<file path="config.mk">
export PLATFORM = sky130hd
export DESIGN_NAME = rseq_ctrl
export DESIGN_NICKNAME = d
export VERILOG_FILES = /design/src/rtl/rseq_ctrl_pkg.sv /design/src/rtl/rseq_ctrl_rom.sv /design/src/rtl/rseq_ctrl.sv
export SDC_FILE = /design/constraint.sdc
export NUM_CORES = 1
export LEC_CHECK = 0
export BUFFER_PORTS_ARGS = -buffer_cell sky130_fd_sc_hd__buf_2
export CAP_MARGIN = 5
export CORE_MARGIN = 2
export CORE_UTILIZATION = 30
export DETAILED_ROUTE_END_ITERATION = 10
export GPL_TIMING_DRIVEN = 0
export REMOVE_ABC_BUFFERS = 1
export SETUP_SLACK_MARGIN = 0.15
export SLEW_MARGIN = 20
export SYNTH_ARGS = -nofsm -noshare
export SYNTH_HDL_FRONTEND = slang
export SYNTH_SLANG_ARGS = --single-unit
</file>
<file path="constraint.sdc">
create_clock -name clk -period 2.67 [get_ports clk]
set_clock_uncertainty 0.2 [all_clocks]
set_input_delay 0.1335 -clock clk [delete_from_list [all_inputs] [get_ports clk]]
set_output_delay 0.1335 -clock clk [all_outputs]
set_load 0.05 [all_outputs]
</file>
<file path="src/rtl/rseq_ctrl_pkg.sv">
// Shared types and constants for the micro-sequence ROM sequencer.
package rseq_ctrl_pkg;

    typedef enum logic [1:0] {
        FLOW_NONE = 2'd0,
        FLOW_INT  = 2'd1,
        FLOW_EXC  = 2'd2,
        FLOW_IRET = 2'd3
    } flow_e;

    typedef enum logic {
        ST_IDLE  = 1'b0,
        ST_ISSUE = 1'b1
    } state_e;

    localparam logic [2:0] INT_START_DEF  = 3'd0;
    localparam logic [2:0] EXC_START_DEF  = 3'd3;
    localparam logic [2:0] IRET_START_DEF = 3'd6;

    localparam logic [2:0] INT_LEN  = 3'd3;
    localparam logic [2:0] EXC_LEN  = 3'd3;
    localparam logic [2:0] IRET_LEN = 3'd2;

    function automatic logic [2:0] last_addr(input logic [2:0] start,
                                             input logic [2:0] len);
        return start + len - 3'd1;
    endfunction

endpackage

</file>
<file path="src/rtl/rseq_ctrl_rom.sv">
// rseq_rom: 8 x 128-bit micro-op ROM for the INT, EXC and IRET flows.
// Output reads zero while oe is low.
module rseq_rom (
    input  logic         oe,
    input  logic [2:0]   addr,
    output logic [127:0] data
);

    always_comb begin
        data = '0;
        if (oe) begin
            unique case (addr)
                3'd0: data = 128'h00000001_10000000_A5A50000_0000C0DE;
                3'd1: data = 128'h00000002_20000000_A5A50001_0000C0DE;
                3'd2: data = 128'h00000003_30000000_A5A50002_0000C0DE;
                3'd3: data = 128'h00000004_40000000_A5A50003_0000C0DE;
                3'd4: data = 128'h00000005_50000000_A5A50004_0000C0DE;
                3'd5: data = 128'h00000006_60000000_A5A50005_0000C0DE;
                3'd6: data = 128'h00000007_70000000_A5A50006_0000C0DE;
                3'd7: data = 128'h00000008_80000000_A5A50007_0000C0DE;
            endcase
        end
    end

endmodule

</file>
<file path="src/rtl/rseq_ctrl.sv">
// Interrupt/exception/IRET micro-sequence controller.
// Define RSEQ_NESTED_EXC_EN to let an exception abort an active INT/IRET flow.
module rseq_ctrl
    import rseq_ctrl_pkg::*;
#(
    parameter logic [2:0] INT_START  = INT_START_DEF,
    parameter logic [2:0] EXC_START  = EXC_START_DEF,
    parameter logic [2:0] IRET_START = IRET_START_DEF
) (
    input  logic         clk,
    input  logic         rst_n,
    input  logic         exc_req,
    input  logic [7:0]   exc_vector,
    input  logic         int_req,
    input  logic [7:0]   int_vector,
    input  logic         iret_req,
    input  logic         flush,
    input  logic         uop_ready,
    output logic         exc_ack,
    output logic         int_ack,
    output logic         iret_ack,
    output logic         uop_valid,
    output logic [127:0] uop_data,
    output logic         uop_last,
    output logic [7:0]   rseq_vector,
    output logic         rseq_busy,
    output logic         rseq_done
);

    state_e     state_q, state_d;
    flow_e      flow_q, flow_d;
    logic [2:0] addr_q, addr_d;
    logic [2:0] end_q, end_d;
    logic [7:0] vec_q, vec_d;
    logic       exc_ack_q, exc_ack_d;
    logic       int_ack_q, int_ack_d;
    logic       iret_ack_q, iret_ack_d;
    logic       done_q, done_d;

    logic       issue, at_last, accept, accept_last;
    logic       any_req, nest, take;
    flow_e      pick;
    logic [2:0] pick_start, pick_len;
    logic [7:0] pick_vec;

    assign issue       = (state_q == ST_ISSUE);
    assign at_last     = (addr_q == end_q);
    assign accept      = issue & uop_ready;
    assign accept_last = accept & at_last;
    assign any_req     = exc_req | int_req | iret_req;

`ifdef RSEQ_NESTED_EXC_EN
    assign nest = issue & (flow_q != FLOW_EXC) & exc_req & ~accept_last;
`else
    assign nest = 1'b0;
`endif

    // A completing flow hands over to a pending request on the same edge.
    assign take = ~flush & (((~issue | accept_last) & any_req) | nest);

    always_comb begin
        pick       = FLOW_NONE;
        pick_start = INT_START;
        pick_len   = INT_LEN;
        pick_vec   = '0;
        if (exc_req) begin
            pick       = FLOW_EXC;
            pick_start = EXC_START;
            pick_len   = EXC_LEN;
            pick_vec   = exc_vector;
        end else if (int_req) begin
            pick       = FLOW_INT;
            pick_start = INT_START;
            pick_len   = INT_LEN;
            pick_vec   = int_vector;
        end else if (iret_req) begin
            pick       = FLOW_IRET;
            pick_start = IRET_START;
            pick_len   = IRET_LEN;
        end
    end

    always_comb begin
        state_d    = state_q;
        flow_d     = flow_q;
        addr_d     = addr_q;
        end_d      = end_q;
        vec_d      = vec_q;
        exc_ack_d  = 1'b0;
        int_ack_d  = 1'b0;
        iret_ack_d = 1'b0;
        done_d     = accept_last & ~flush;
        if (flush) begin
            state_d = ST_IDLE;
        end else if (take) begin
            state_d    = ST_ISSUE;
            flow_d     = pick;
            addr_d     = pick_start;
            end_d      = last_addr(pick_start, pick_len);
            vec_d      = pick_vec;
            exc_ack_d  = (pick == FLOW_EXC);
            int_ack_d  = (pick == FLOW_INT);
            iret_ack_d = (pick == FLOW_IRET);
        end else if (accept) begin
            if (at_last) state_d = ST_IDLE;
            else         addr_d  = addr_q + 3'd1;
        end
    end

    always_ff @(posedge clk or negedge rst_n) begin
        if (!rst_n) begin
            state_q    <= ST_IDLE;
            flow_q     <= FLOW_NONE;
            addr_q     <= '0;
            end_q      <= '0;
            vec_q      <= '0;
            exc_ack_q  <= 1'b0;
            int_ack_q  <= 1'b0;
            iret_ack_q <= 1'b0;
            done_q     <= 1'b0;
        end else begin
            state_q    <= state_d;
            flow_q     <= flow_d;
            addr_q     <= addr_d;
            end_q      <= end_d;
            vec_q      <= vec_d;
            exc_ack_q  <= exc_ack_d;
            int_ack_q  <= int_ack_d;
            iret_ack_q <= iret_ack_d;
            done_q     <= done_d;
        end
    end

    rseq_rom u_rom (
        .oe   (issue),
        .addr (addr_q),
        .data (uop_data)
    );

    assign uop_valid   = issue;
    assign uop_last    = issue & at_last;
    assign rseq_vector = issue ? vec_q : 8'h00;
    assign rseq_busy   = issue;
    assign rseq_done   = done_q;
    assign exc_ack     = exc_ack_q;
    assign int_ack     = int_ack_q;
    assign iret_ack    = iret_ack_q;

endmodule

</file>
# Word-level counts from Yosys, hierarchy flattened
# Memory sizes are Yosys's and may differ from the RTL's.
# Index checks and enable logic that the tools add are counted.
dict set report word_totals {
  regBits 19
  latch_bits 0
  ramBits 0
  mem_bits_ro 88
  input_bits 23
  out_inout_bits 143
  word_cells 60
  memories 1
}
dict set report classes {
  add_sub_neg 3
  mul 0
  div_mod_pow 0
  magnitude_cmp 0
  eq_ne 5
  shift 0
  muxes 26
  bitwise 11
  reduce_logical 6
}
# name depth word_bits rd rd_ports_with_merged_regs wr line
set mem_list {}
lappend mem_list {{(no name shown)} 8 11 1 0 0 rseq_ctrl_rom.sv:12} ;# unique case (addr)
# op count
set op_table {}
lappend op_table {{two-way mux 128 bit} 1}
lappend op_table {{two-way mux 8 bit} 3}
lappend op_table {{two-way mux 3 bit} 7}
lappend op_table {{two-way mux 1 bit} 12}
lappend op_table {{bitwise AND 1 bit} 6}
lappend op_table {{two-way mux 2 bit} 3}
lappend op_table {{nonzero test 3 bit} 2}
lappend op_table {{== test 2 bit, second input constant} 2}
lappend op_table {{AND reduction 2 bit} 2}
lappend op_table {{adder 3 x 1 -> 3 bit, second input constant} 1}
lappend op_table {{adder 3 bit} 1}
lappend op_table {{== test 3 bit} 1}
lappend op_table {{OR 1 bit} 3}
lappend op_table {{AND reduction 3 bit} 1}
lappend op_table {{subtractor 3 x 1 -> 3 bit, second input constant} 1}
lappend op_table {{== test 2 x 1 -> 1 bit, second input constant} 1}
lappend op_table {{!= test 2 x 1 -> 1 bit, second input constant} 1}
lappend op_table {{NOT 1 bit} 2}
lappend op_table {{nonzero test 2 bit} 1}

# Depth between registers and ports, before layout
dict set report logic_depth {
  word_depth 7
  ltp_mapped 5
  ltp_nobuf 5
}

# Cells and area by module
# Synthesis repeated with hierarchy kept, for this count alone.
dict set report hier_totals {
  cells_unflattened 220
  hier_area_um2 2026.9
}
# module n_inst cells_each area_each_um2 seq_area_each_um2
set modules_own_cells {}
lappend modules_own_cells {rseq_ctrl 1 88 1038.5 450.4}
lappend modules_own_cells {rseq_rom 1 132 988.4 0.0}

# Worst setup path after synthesis
# No wires, ideal clock.
dict set report synth_timing {
  path_type {register to output}
  start {register state_q, in the netlist rseq_busy}
  end {output uop_data[98]}
  arrival_time_ns 2.805
  required_time_ns 2.336
  slack_ns -0.469
  stages_incl_launch_ff 4
  path_buffers 1
  path_cell_list {dfrtp_1 inv_1 a211oi_1 buf_4}
}
dict set report synth_via {
  elab_chain_len 1
}
# element line
set synth_rtl {}
lappend synth_rtl {{start: declaration} rseq_ctrl.sv:30} ;# state_e state_q, state_d;
lappend synth_rtl {{start signal: assignment} rseq_ctrl.sv:122} ;# state_q <= state_d;
lappend synth_rtl {{two-way mux 128 bit} rseq_ctrl_rom.sv:11} ;# if (oe) begin
lappend synth_rtl {{end: declaration} rseq_ctrl.sv:23} ;# output logic [127:0] uop_data,
# No other way between the ends.

# Worst setup path after layout
dict set report layout_timing {
  start {register addr_q[0]}
  end {register vec_q[3]}
}
dict set report layout_via {
  elab_chain_len 6
}
# element line
set layout_rtl {}
lappend layout_rtl {{start: declaration} rseq_ctrl.sv:32} ;# logic [2:0] addr_q, addr_d;
lappend layout_rtl {{start signal: assignment} rseq_ctrl.sv:124} ;# addr_q <= addr_d;
lappend layout_rtl {{== test 3 bit} rseq_ctrl.sv:47} ;# assign at_last = (addr_q == end_q);
lappend layout_rtl {{bitwise AND 1 bit} rseq_ctrl.sv:49} ;# assign accept_last = accept & at_last;
lappend layout_rtl {{OR 1 bit} rseq_ctrl.sv:59} ;# assign take = ~flush & (((~issue | accept_last) & any_req) | nest);
lappend layout_rtl {{bitwise AND 1 bit (2 in a row)} rseq_ctrl.sv:59}
lappend layout_rtl {{AND reduction 2 bit (no line)} n/a}
lappend layout_rtl {{end signal: assignment} rseq_ctrl.sv:126} ;# vec_q <= vec_d;
lappend layout_rtl {{end: declaration} rseq_ctrl.sv:34} ;# logic [7:0] vec_q, vec_d;
# No other way between the ends.
# A chain may end at the register's enable or synchronous reset.

==> results.cfg <==
[synth]
ys_ff_latch = 18
synth_edf_count = 0
synthFlopType = dfrtp_1
syn_area_um2 = 2069
ys_seq_area_share_pct = 21.77
syn-mean-instance-area_um2 = 9.117
synth.distinct_cells = 42
yosysWarnings = 0
synthCells = 227
synth_async_sr_flop_share_pct = 100.0

[floorplanning]
core_um2 = 6719
die_area_um2 = 7579
die_y_um = 87.06
pin_count = 166
die_w_um = 87.06
start_util_pct = 30.80
rows = 30

[final_layout]
final_common_cell = conb_1
drive_gt1_share_pct = 32.47
areaGrowthSynthToFinish_pct = -3.386
nets = 298
diodes = 0
stdcell_count = 351
final_cell_mix = conb_1, buf_2, dfrtp_1

[global_routing]
grt_pass1_wl_um = 5112
grt.total_usage_pct = 8.606
grt_max_degree = 41
grt_pass1_vias = 1037
antenna_found_initial = 0
globalRouteOverflowTotal = 0

[drt]
vias_per_cell = 3.681
vias = 1292
ant_nets = 0
dr.pass1.iters = 5
drt-initial-drc-count = 46
drc_errors = 0
wirelength_um = 3516
wl_per_cell_um = 10.02

[clocking]
insertion_delay_ps = 260
path_clk_slew_ps = 70
cts_sinks = 18
clock_path_buffers = 2
cts_made_buffers = 3
tritoncts = done
htreeDepth = 1
root_buffer = clkbuf_8

[run_status]
status = complete, no violations

[sta]
worstMarginPinSlew_ps = 776.2
max_freq_mhz = 443.7
drv_slew = 0
hold_viol = 0
post-route-period-util_pct = 84.41
fin_crit_ps = 2254
finalWorstSetupSlack_ps = 416.2
slew_headroom_pct = 48.15
rsz0062_at_grt = false
final-setup-viol-count = 0

[placement]
post-place-ws_ps = 334.4
dp.cells = 344
dpl.hpwl_um = 2705
place_congestion = 0.7463
port_buffers = 64

[setup_path]
startpoint_type = flip-flop
critPathArrivalTime_ps = 2200
critical_path.max_fanout = 13
worstPathRequired_ps = 2620
path_class = reg -> reg
endpoint_kind = flip-flop

[power_and_ir_drop]
ir_drop_mv = 0.3059
finalPower_uw = 1655
p_per_area_nw_per_um2 = 827.7
p_leak_uw = 0.001158

[hold_path]
hold_class = in -> reg

[flow_run]
max_cap_viol_count = 0
==> critical path, cell delays in order (launching register included) <==
cell and delay, ps:
dfrtp_1 490, nor3_2 400, o211ai_4 170, a21boi_4 490, mux2_2 390
==> routing by layer <==
| metal | wire, um | global-route usage, % |
|---|---|---|
| met1 | 1379 | 10.37 |
| met2 | 1730 | 14.30 |
| met3 | 396 | 2.844 |
| met4 | 10 | 2.983 |
| met5 | 0 | 0 |
==> repair_timing <==
item | in CTS | in global routing
setup buffers | 0 | 0
setup endpoints to repair | 2 | 0
hold endpoints to repair | 21 | 0
hold buffers | 3 | 0
resized for setup | 1 | 0
==> area by class of cell <==
type,count,area (um^2)
tap,80,100.1
multi-input combinational,178,1027
sequential,18,451.7
fill,724,4720
inverter,4,15.01
timing repair buffer,67,350.3
clock buffer,4,55.05
==> Yosys cell counts (2+ instances only) <==
cell	number	area share, %
buf_4	122	44
dfrtp_1	18	22
and2_1	12	3.6
nor2_1	9	1.6
a22o_1	8	3.4
mux2_4	6	4.4
inv_1	4	0.73
ha_1	3	1.8
mux2_2	3	1.6
nand2_1	3	0.54
a211oi_1	2	0.73
a21oi_1	2	0.48
and2_2	2	0.73
clkbuf_1	2	0.36
nand3_1	2	0.48
nor3_1	2	0.48
o21ai_0	2	0.48
==> power by group <==
part / switching, uW / total, uW / leakage (uW) / internal, uW
clock network: 96.2 / 227 / 0.0000288 / 131
registers: 77.4 / 408 / 0.000223 / 330
logic: 784 / 1020 / 0.000907 / 236
==> sequential cells by signal (all words and copies together), names as in the netlist <==
name and count:
addr_q 3, end_q 2, exc_ack 1, int_ack 1, iret_ack 1, rseq_busy 1
rseq_done 1, vec_q 8
==> path summary, 6_finish.rpt <==
path	start	to	slack, ps	cells past startpoint
worst min register to register	vec_q[1]	vec_q[1]	300	1
worst max register to register	addr_q[0]	vec_q[3]	420	4
worst min-delay path	int_vector[4]	vec_q[4]	20	3
worst max-delay path	addr_q[0]	vec_q[3]	420	4
max in group asynchronous	rst_n	rseq_busy	1820	2
min in group asynchronous	rst_n	vec_q[0]	140	2
==> cells by family (layout without fill, tap and decap cells) <==
kind of cell,count (synthesis),count (layout),synth area share [%]
AOI/OAI and AO/OA,25,25,11.31
xor gates and xnor gates,1,1,1.330
adders and majority gates,3,3,1.814
buffers and inverters,131,75,46.73
DFF,18,18,21.77
muxes,10,10,6.469
other,1,101,0.1812
and+or+nand+nor,38,38,10.40
==> per-stage QoR <==
| stage | area, um^2 | TNS, ps | util, % | hold WS (ps) |
|---|---|---|---|---|
| CTS | 1999 | 0 | 29.76 | 10.89 |
| global placement | 1913 | 0 | 28.47 | -108.7 |
| global route | 1999 | 0 | 29.76 | 26.55 |
| finish | 1999 | 0 | 29.76 | 18.35 |
| floorplan | 1493 | -252170 | - | -362.1 |
| detailed placement | 1913 | 0 | 28.47 | -105.6 |
(Power assumes the default switching activity.)
